## src/rtl/seq_detector_param.sv

```systemverilog
// -----------------------------------------------------------------------------
// seq_detector_param
//
// Serial pattern detector for a 1-bit data path, one bit per clock. The last N
// enabled bits are kept in a shift history and compared with a run-time
// pattern. A match can only be declared once the history holds N valid bits.
// In non-overlapping mode a match empties the history (fill returns to 0), so
// N fresh bits must arrive before the next match. A saturating counter tallies
// the matches seen since reset.
//
// Ports
//   clk        system clock, all state changes on the rising edge
//   reset      synchronous active-high reset, overrides everything
//   en         bit-valid qualifier, in is consumed only when en=1
//   in         serial data bit
//   pattern    target sequence, pattern[N-1] received first, pattern[0] last
//   overlap    1 = matches may share bits, 0 = non-overlapping detection
//   out        registered one-cycle match pulse
//   match_cnt  saturating number of matches since reset
//   hist       shift history, hist[0] is the newest bit
//   fill       number of valid bits in hist, 0..N
// -----------------------------------------------------------------------------
module seq_detector_param #(
    parameter int unsigned N     = 6,
    parameter int unsigned CNT_W = 8,
    parameter int unsigned FW    = $clog2(N + 1)
) (
    input  logic             clk,
    input  logic             reset,
    input  logic             en,
    input  logic             in,
    input  logic [N-1:0]     pattern,
    input  logic             overlap,
    output logic             out,
    output logic [CNT_W-1:0] match_cnt,
    output logic [N-1:0]     hist,
    output logic [FW-1:0]    fill
);

    localparam logic [FW-1:0]    FILL_FULL = FW'(N);
    localparam logic [CNT_W-1:0] CNT_MAX   = {CNT_W{1'b1}};

    // Candidate values for an enabled edge.
    logic [N-1:0]     hist_n;
    logic [FW-1:0]    fill_n;
    logic             match_c;

    // Next register values.
    logic             out_d;
    logic [CNT_W-1:0] cnt_d;
    logic [N-1:0]     hist_d;
    logic [FW-1:0]    fill_d;

    // History shift: a one-bit history is simply the newest bit.
    generate
        if (N == 1) begin : g_hist_one
            always_comb begin
                hist_n = in;
            end
        end else begin : g_hist_shift
            always_comb begin
                hist_n = {hist[N-2:0], in};
            end
        end
    endgenerate

    // Fill saturates at N; a match requires a full history equal to the pattern.
    always_comb begin
        fill_n  = (fill == FILL_FULL) ? FILL_FULL : fill + FW'(1);
        match_c = (fill_n == FILL_FULL) && (hist_n == pattern);
    end

    // Next-state logic: idle edges hold state and drop the pulse.
    always_comb begin
        out_d  = 1'b0;
        cnt_d  = match_cnt;
        hist_d = hist;
        fill_d = fill;
        if (en) begin
            out_d  = match_c;
            hist_d = hist_n;
            fill_d = (match_c && !overlap) ? '0 : fill_n;
            if (match_c && (match_cnt != CNT_MAX)) begin
                cnt_d = match_cnt + CNT_W'(1);
            end
        end
    end

    // State register with synchronous reset.
    always_ff @(posedge clk) begin
        if (reset) begin
            out       <= 1'b0;
            match_cnt <= '0;
            hist      <= '0;
            fill      <= '0;
        end else begin
            out       <= out_d;
            match_cnt <= cnt_d;
            hist      <= hist_d;
            fill      <= fill_d;
        end
    end

endmodule

```

## config.mk

```make
export PLATFORM = sky130hd
export DESIGN_NAME = seq_detector_param
export DESIGN_NICKNAME = d
export VERILOG_FILES = /design/src/rtl/seq_detector_param.sv
export SDC_FILE = /design/constraint.sdc
export NUM_CORES = 1
export LEC_CHECK = 0
export ABC_AREA = 1
export BUFFER_PORTS_ARGS = -buffer_cell sky130_fd_sc_hd__buf_2
export CAP_MARGIN = 20
export CORE_MARGIN = 3
export CORE_UTILIZATION = 43
export CTS_BUF_LIST = sky130_fd_sc_hd__clkbuf_8
export DETAILED_ROUTE_END_ITERATION = 10
export PLACE_DENSITY = 0.76
export SETUP_SLACK_MARGIN = 0.05
export SLEW_MARGIN = 0
export SYNTH_ARGS = -nofsm -noshare
export SYNTH_HDL_FRONTEND = slang
export SYNTH_SLANG_ARGS = --single-unit
```

## constraint.sdc

```tcl
create_clock -name clk -period 1.4 [get_ports clk]
set_input_delay 0.21 -clock clk [delete_from_list [all_inputs] [get_ports clk]]
set_output_delay 0.21 -clock clk [all_outputs]
set_load 0.1 [all_outputs]
```

# Word level (Yosys, flattened, before mapping)

Cells that the tools add are included.
W data, S select, Z words.

Bitwise gates (word level): 1
Eq/ne operators: 4
Reductions and logical operators: 6
Add/subtract/negate cells: 2
Multiplexer cells: 2

Operator list:

| operator              | count |
|---|---|
| $add A8 B1 Y8 const B | 1 |
| $ne A8 B8 Y1 const B  | 1 |
| $eq A3 B3 Y1 const B  | 2 |
| $eq A6 B6 Y1          | 1 |
| $mux W3               | 2 |
| $add A3 B1 Y3 const B | 1 |
| $logic_and A1 B1 Y1   | 3 |
| $reduce_and A2 Y1     | 1 |
| $reduce_or A2 Y1      | 1 |
| $logic_not A1 Y1      | 1 |
| $not A1 Y1            | 1 |

Output and inout bits: 18
Flip-flop bits (word level): 18
Input bits: 11
Word-level logic and storage cells: 19

# Depth between registers and ports, before layout

Depth after elaboration: 6
Depth in mapped cells: 12
Gate-level depth less buffers: 11

# Worst setup path after synthesis

Ideal clock, no wire load.

Path type: reg2reg
Start: reg fill[0]
End: reg match_cnt[3]
Buffers on the path: 1
Library setup time: 0.110 ns
Path slack: -0.981 ns
Period minus slack after synthesis: 2.381 ns
Cell stages (with the launch flop): 12
Arrival time: 2.270 ns
Data required time: 1.290 ns
Path through: dfxtp_1 inv_1 ha_1 inv_1 o21ai_0 nor2_2 nand2_2 nor2_4 buf_6 nand4_1 nand2_1 nor2_1

Cells in the longest elaborated chain, start to end: 6
Elaborated cells on any way between the ends: 7
Classes of those cells: add/sub (1); eq/ne (2); mux (1); reduce/logical (3)

RTL lines:

| what                                                 | RTL line | RTL |
|---|---|---|
| start: declaration                                   | 37       | `output logic [FW-1:0] fill` |
| start signal: assignment                             | 100      | `fill <= fill_d;` |
| $add A3 B1 Y3 / $eq A3 B3 Y1 (equally long branches) | 69       | `fill_n = (fill == FILL_FULL) ? FILL_FULL : fill + FW'(1);` |
| $mux W3 *                                            | 69       |  |
| $eq A3 B3 Y1 *                                       | 70       | `match_c = (fill_n == FILL_FULL) && (hist_n == pattern);` |
| $logic_and A1 B1 Y1 *                                | 70       |  |
| $logic_and A1 B1 Y1 *                                | 83       | `if (match_c && (match_cnt != CNT_MAX)) begin` |
| $reduce_and A2 Y1 (no line) *                        | --       |  |
| end signal: assignment                               | 98       | `match_cnt <= cnt_d;` |
| end: declaration                                     | 35       | `output logic [CNT_W-1:0] match_cnt,` |

Every way passes the cells marked *; elsewhere a longest branch is shown, timed or not.
A chain may end at the register's enable or synchronous reset.

# Final worst setup path

Start: reg fill[0]
End: reg out

Cells in the longest elaborated chain, start to end: 4
Elaborated cells on any way between the ends: 5
Classes of those cells: add/sub (1); eq/ne (2); mux (1); reduce/logical (1)

RTL lines:

| what                                                 | RTL line | RTL |
|---|---|---|
| $add A3 B1 Y3 / $eq A3 B3 Y1 (equally long branches) | 69       |  |
| $mux W3 *                                            | 69       |  |
| $eq A3 B3 Y1 *                                       | 70       |  |
| $logic_and A1 B1 Y1 *                                | 70       |  |
| end signal: assignment                               | 97       | `out <= out_d;` |
| end: declaration                                     | 34       | `output logic out,` |

Marks and branches as above.

==> run metrics <==
Synth Register Bits 18; worst vdd ir approximately 0.0005 V; post-synthesis xor/xnor area fraction 0%; RSZ-0062 raised after global routing yes; non-filler instance count after layout 237; Final period util 110%; total power 1.24 mW; first-pass GRT wire length approximately 4.6 mm; FF-to-FF setup slack -0.14 ns; vias in the first global route 1,128; CP Class reg -> reg; Max-Cap Viols 0; DR WL/cell 12.1 um; failing checks setup timing; ANT cells 0; Synth top area share 33.6%; CTS Buffer Depth 2; Setup-failing EPs final 11; Int Pwr between 0.8 and 0.9 mW; Max Used Layer met4; Die W around 56 um; switching share of total power 34.5%; post-route cell area 1530 um^2; main combinational cell family by area after synthesis simple AND/OR/NAND/NOR gates; Worst Clk Skew approximately 0.0043 ns; Remaining DRCs 0; PwrDens 813 nW/um^2; Final min period 1.54 ns; status finished, violations left; Fin. Hold Viols 0; Die Height between 50 and 60 um; Routed WL 2.86 mm; met2 WL 1.48 mm; met3 wire length 115 um; area leader, netlist dfxtp_1; clock power share 28.9%; arrival time of the worst setup path 1.70 ns; Largest stage delay, worst path between 0.3 and 0.4 ns; part of the power in registers 44.1%; ys async rst share 0%; Util after Layout 66.4%; crit path max-delay cell type dfxtp_4; worst r2r path cells 10; Synth Area in Simple Gates ~37%; EDFF count, synth 0; dpl cell area 1350 um^2; CTS root buffer clkbuf_8; Setup WS post-layout -0.143 ns; Post-Syn Area 1070 um^2; CTS Hold Buffers Added 0; Setup crit start kind flop; 1st-iter DRT viols 25; gp weighted congestion 0.836; synthesized instance count 166; origin of the critical flop-to-flop path fill[0]; worst slew pin tran 0.490 ns; Worst setup EP type flop; placed insts 227; P_sw between 0.4 and 0.5 mW; core area 2300 um^2; mean post-synth cell area 6.45 um^2; Sink Count 18; Routed Antenna Nets 0; pre-CTS WS -0.0833 ns; Worst Hold Margin 0.181 ns; mux cell area share after synthesis 0%; YS warnings 0; most common cell in the netlist nand2_1; fmax 648 MHz; clk slew on worst S/H paths 0.07 ns; CTS tree done; Vias roughly 1,200; post-synthesis sequential area ratio around a third; Req. time, crit path 1.56 ns; dpl hpwl slightly above 2 mm; FP Rows 17; crit path launch fill[0]; Cell Chain, Critical Path inv_4 > ha_4 > inv_4 > o21ai_2 > nor2_2 > nand2_2 > buf_4 > buf_6 > buf_6 > nor4_4; metal1 wirelength 1.24 mm; worst min path class in -> reg; Ports 29; complex-gate fraction of the synthesized area ~9.7%; share of cells above drive strength 1 42.6%; vias per std cell approximately 4.9; Pre-antenna DRT Iters 5; Starting Density 46.6%; initial antenna violation count 0; Max Slew Vio Count 0; CTS Buf Count 3; setup TNS -1.35 ns; ys flop type dfxtp_1; total gr overflow 0; Final #Nets 224; r2r endpoint out; Comb power frac 27.0%; Pleak 0.767 nW; Critical Path End out; largest net degree at the start of global routing 19; commonest cells in the netlist nand2_1 (39), inv_1 (36), dfxtp_1 (18); Slew headroom 67.5%; worst-skew pair later-pin latency between 0.2 and 0.3 ns; Global Route Usage Sum 17.9%; ranking of synthesized cells by area dfxtp_1 (34%), nand2_1 (14%), inv_1 (13%); area grow syn2layout 42.5%; Post-Synth Adder-Cell Area 3.50%; die area 3130 um^2; H-tree depth 1; # port buffers 28; Critical Path Fanout Max 3; Net Count, Synth 180; count of cell types in the netlist 23
metal layers:
layer	global-route usage, %	vias up
li1	-	601
met1	21.5	538
met2	33.3	27
met3	2.78	4
met4	3.39	0
met5	0	-
cells in the final DEF, fill, tap and decap left out:
master    netlist  final
a21oi_1         8      6
nand2_4         0      1
dfxtp_1        18      2
nor2_1         17     16
inv_1          36     34
nand2_1        39     35
nand3_4         0      1
dfxtp_4         0      6
a21oi_2         1      3
nor3_1          1      1
ha_4            0      1
ha_1            3      1
nor4_4          1      2
buf_4           1     11
nor2_2          3      4
clkbuf_4        0      1
dfxtp_2         0     10
nand2_2         1      4
nand3_1         8      6
nand3_2         3      4
buf_6           1      4
buf_2           1     27
buf_12          0      1
ha_2            0      1
clkbuf_8        0      3
inv_2           1      1
o21ai_2         0      1
nand4_1         8      8
o21ai_0        10      9
inv_4           0      2
clkinv_1        0      1
o21ai_1         1      1
nor2_4          1      1
cell type report:
class / count / area (um^2)
fillers: 200 / 771
multi-input cells: 106 / 617
flip-flops and latches: 18 / 395
repair buffers: 44 / 290
inverters: 37 / 144
clock buffers: 3 / 41.3
well taps: 28 / 35.0
clock inverters: 1 / 3.75
cells by family (layout without fill, tap and decap cells):
group                    Yosys count  after routing
AO/OA/AOI/OAI                     20             20
adder cells (fa/ha/maj)            3              3
buffers and inverters             42             85
AND/OR/NAND/NOR                   83             83
flip-flops                        18             18
power by group through the flow:
stage	clock network, mW	registers (mW)	logic (mW)
2_1_floorplan	0	0.688	0.0992
3_3_place_gp	0	0.555	0.291
3_5_place_dp	0	0.557	0.296
4_1_cts	0.372	0.546	0.300
5_1_grt	0.399	0.549	0.358
6_report	0.359	0.547	0.335
sequential cells by signal (all words and copies together) (netlist names):
signal	count
match_cnt	8
hist	6
fill	3
out	1
timing repair:
item	CTS	global route
pin swaps	1	2
buffers inserted	2	5
setup endpoints to repair	11	12
gates resized for setup	3	18
worst max-delay path: cells and delay by family (launching register included):
family | cells | cell delay [ns]
buffers and inverters | 5 | 0.43
and+or+nand+nor | 3 | 0.38
DFF | 1 | 0.37
adders and majority gates | 1 | 0.22
AOI/OAI and AO/OA | 1 | 0.05
worst min-delay path by stage:
stage / from / to / cells after the start
CTS: reset / out / 2
global placement: reset / out / 2
global route: reset / out / 2
detailed placement: reset / out / 2
finish: reset / out / 2
floorplan: reset / out / 1
No activity file was read; power rests on OpenSTA's default activity.
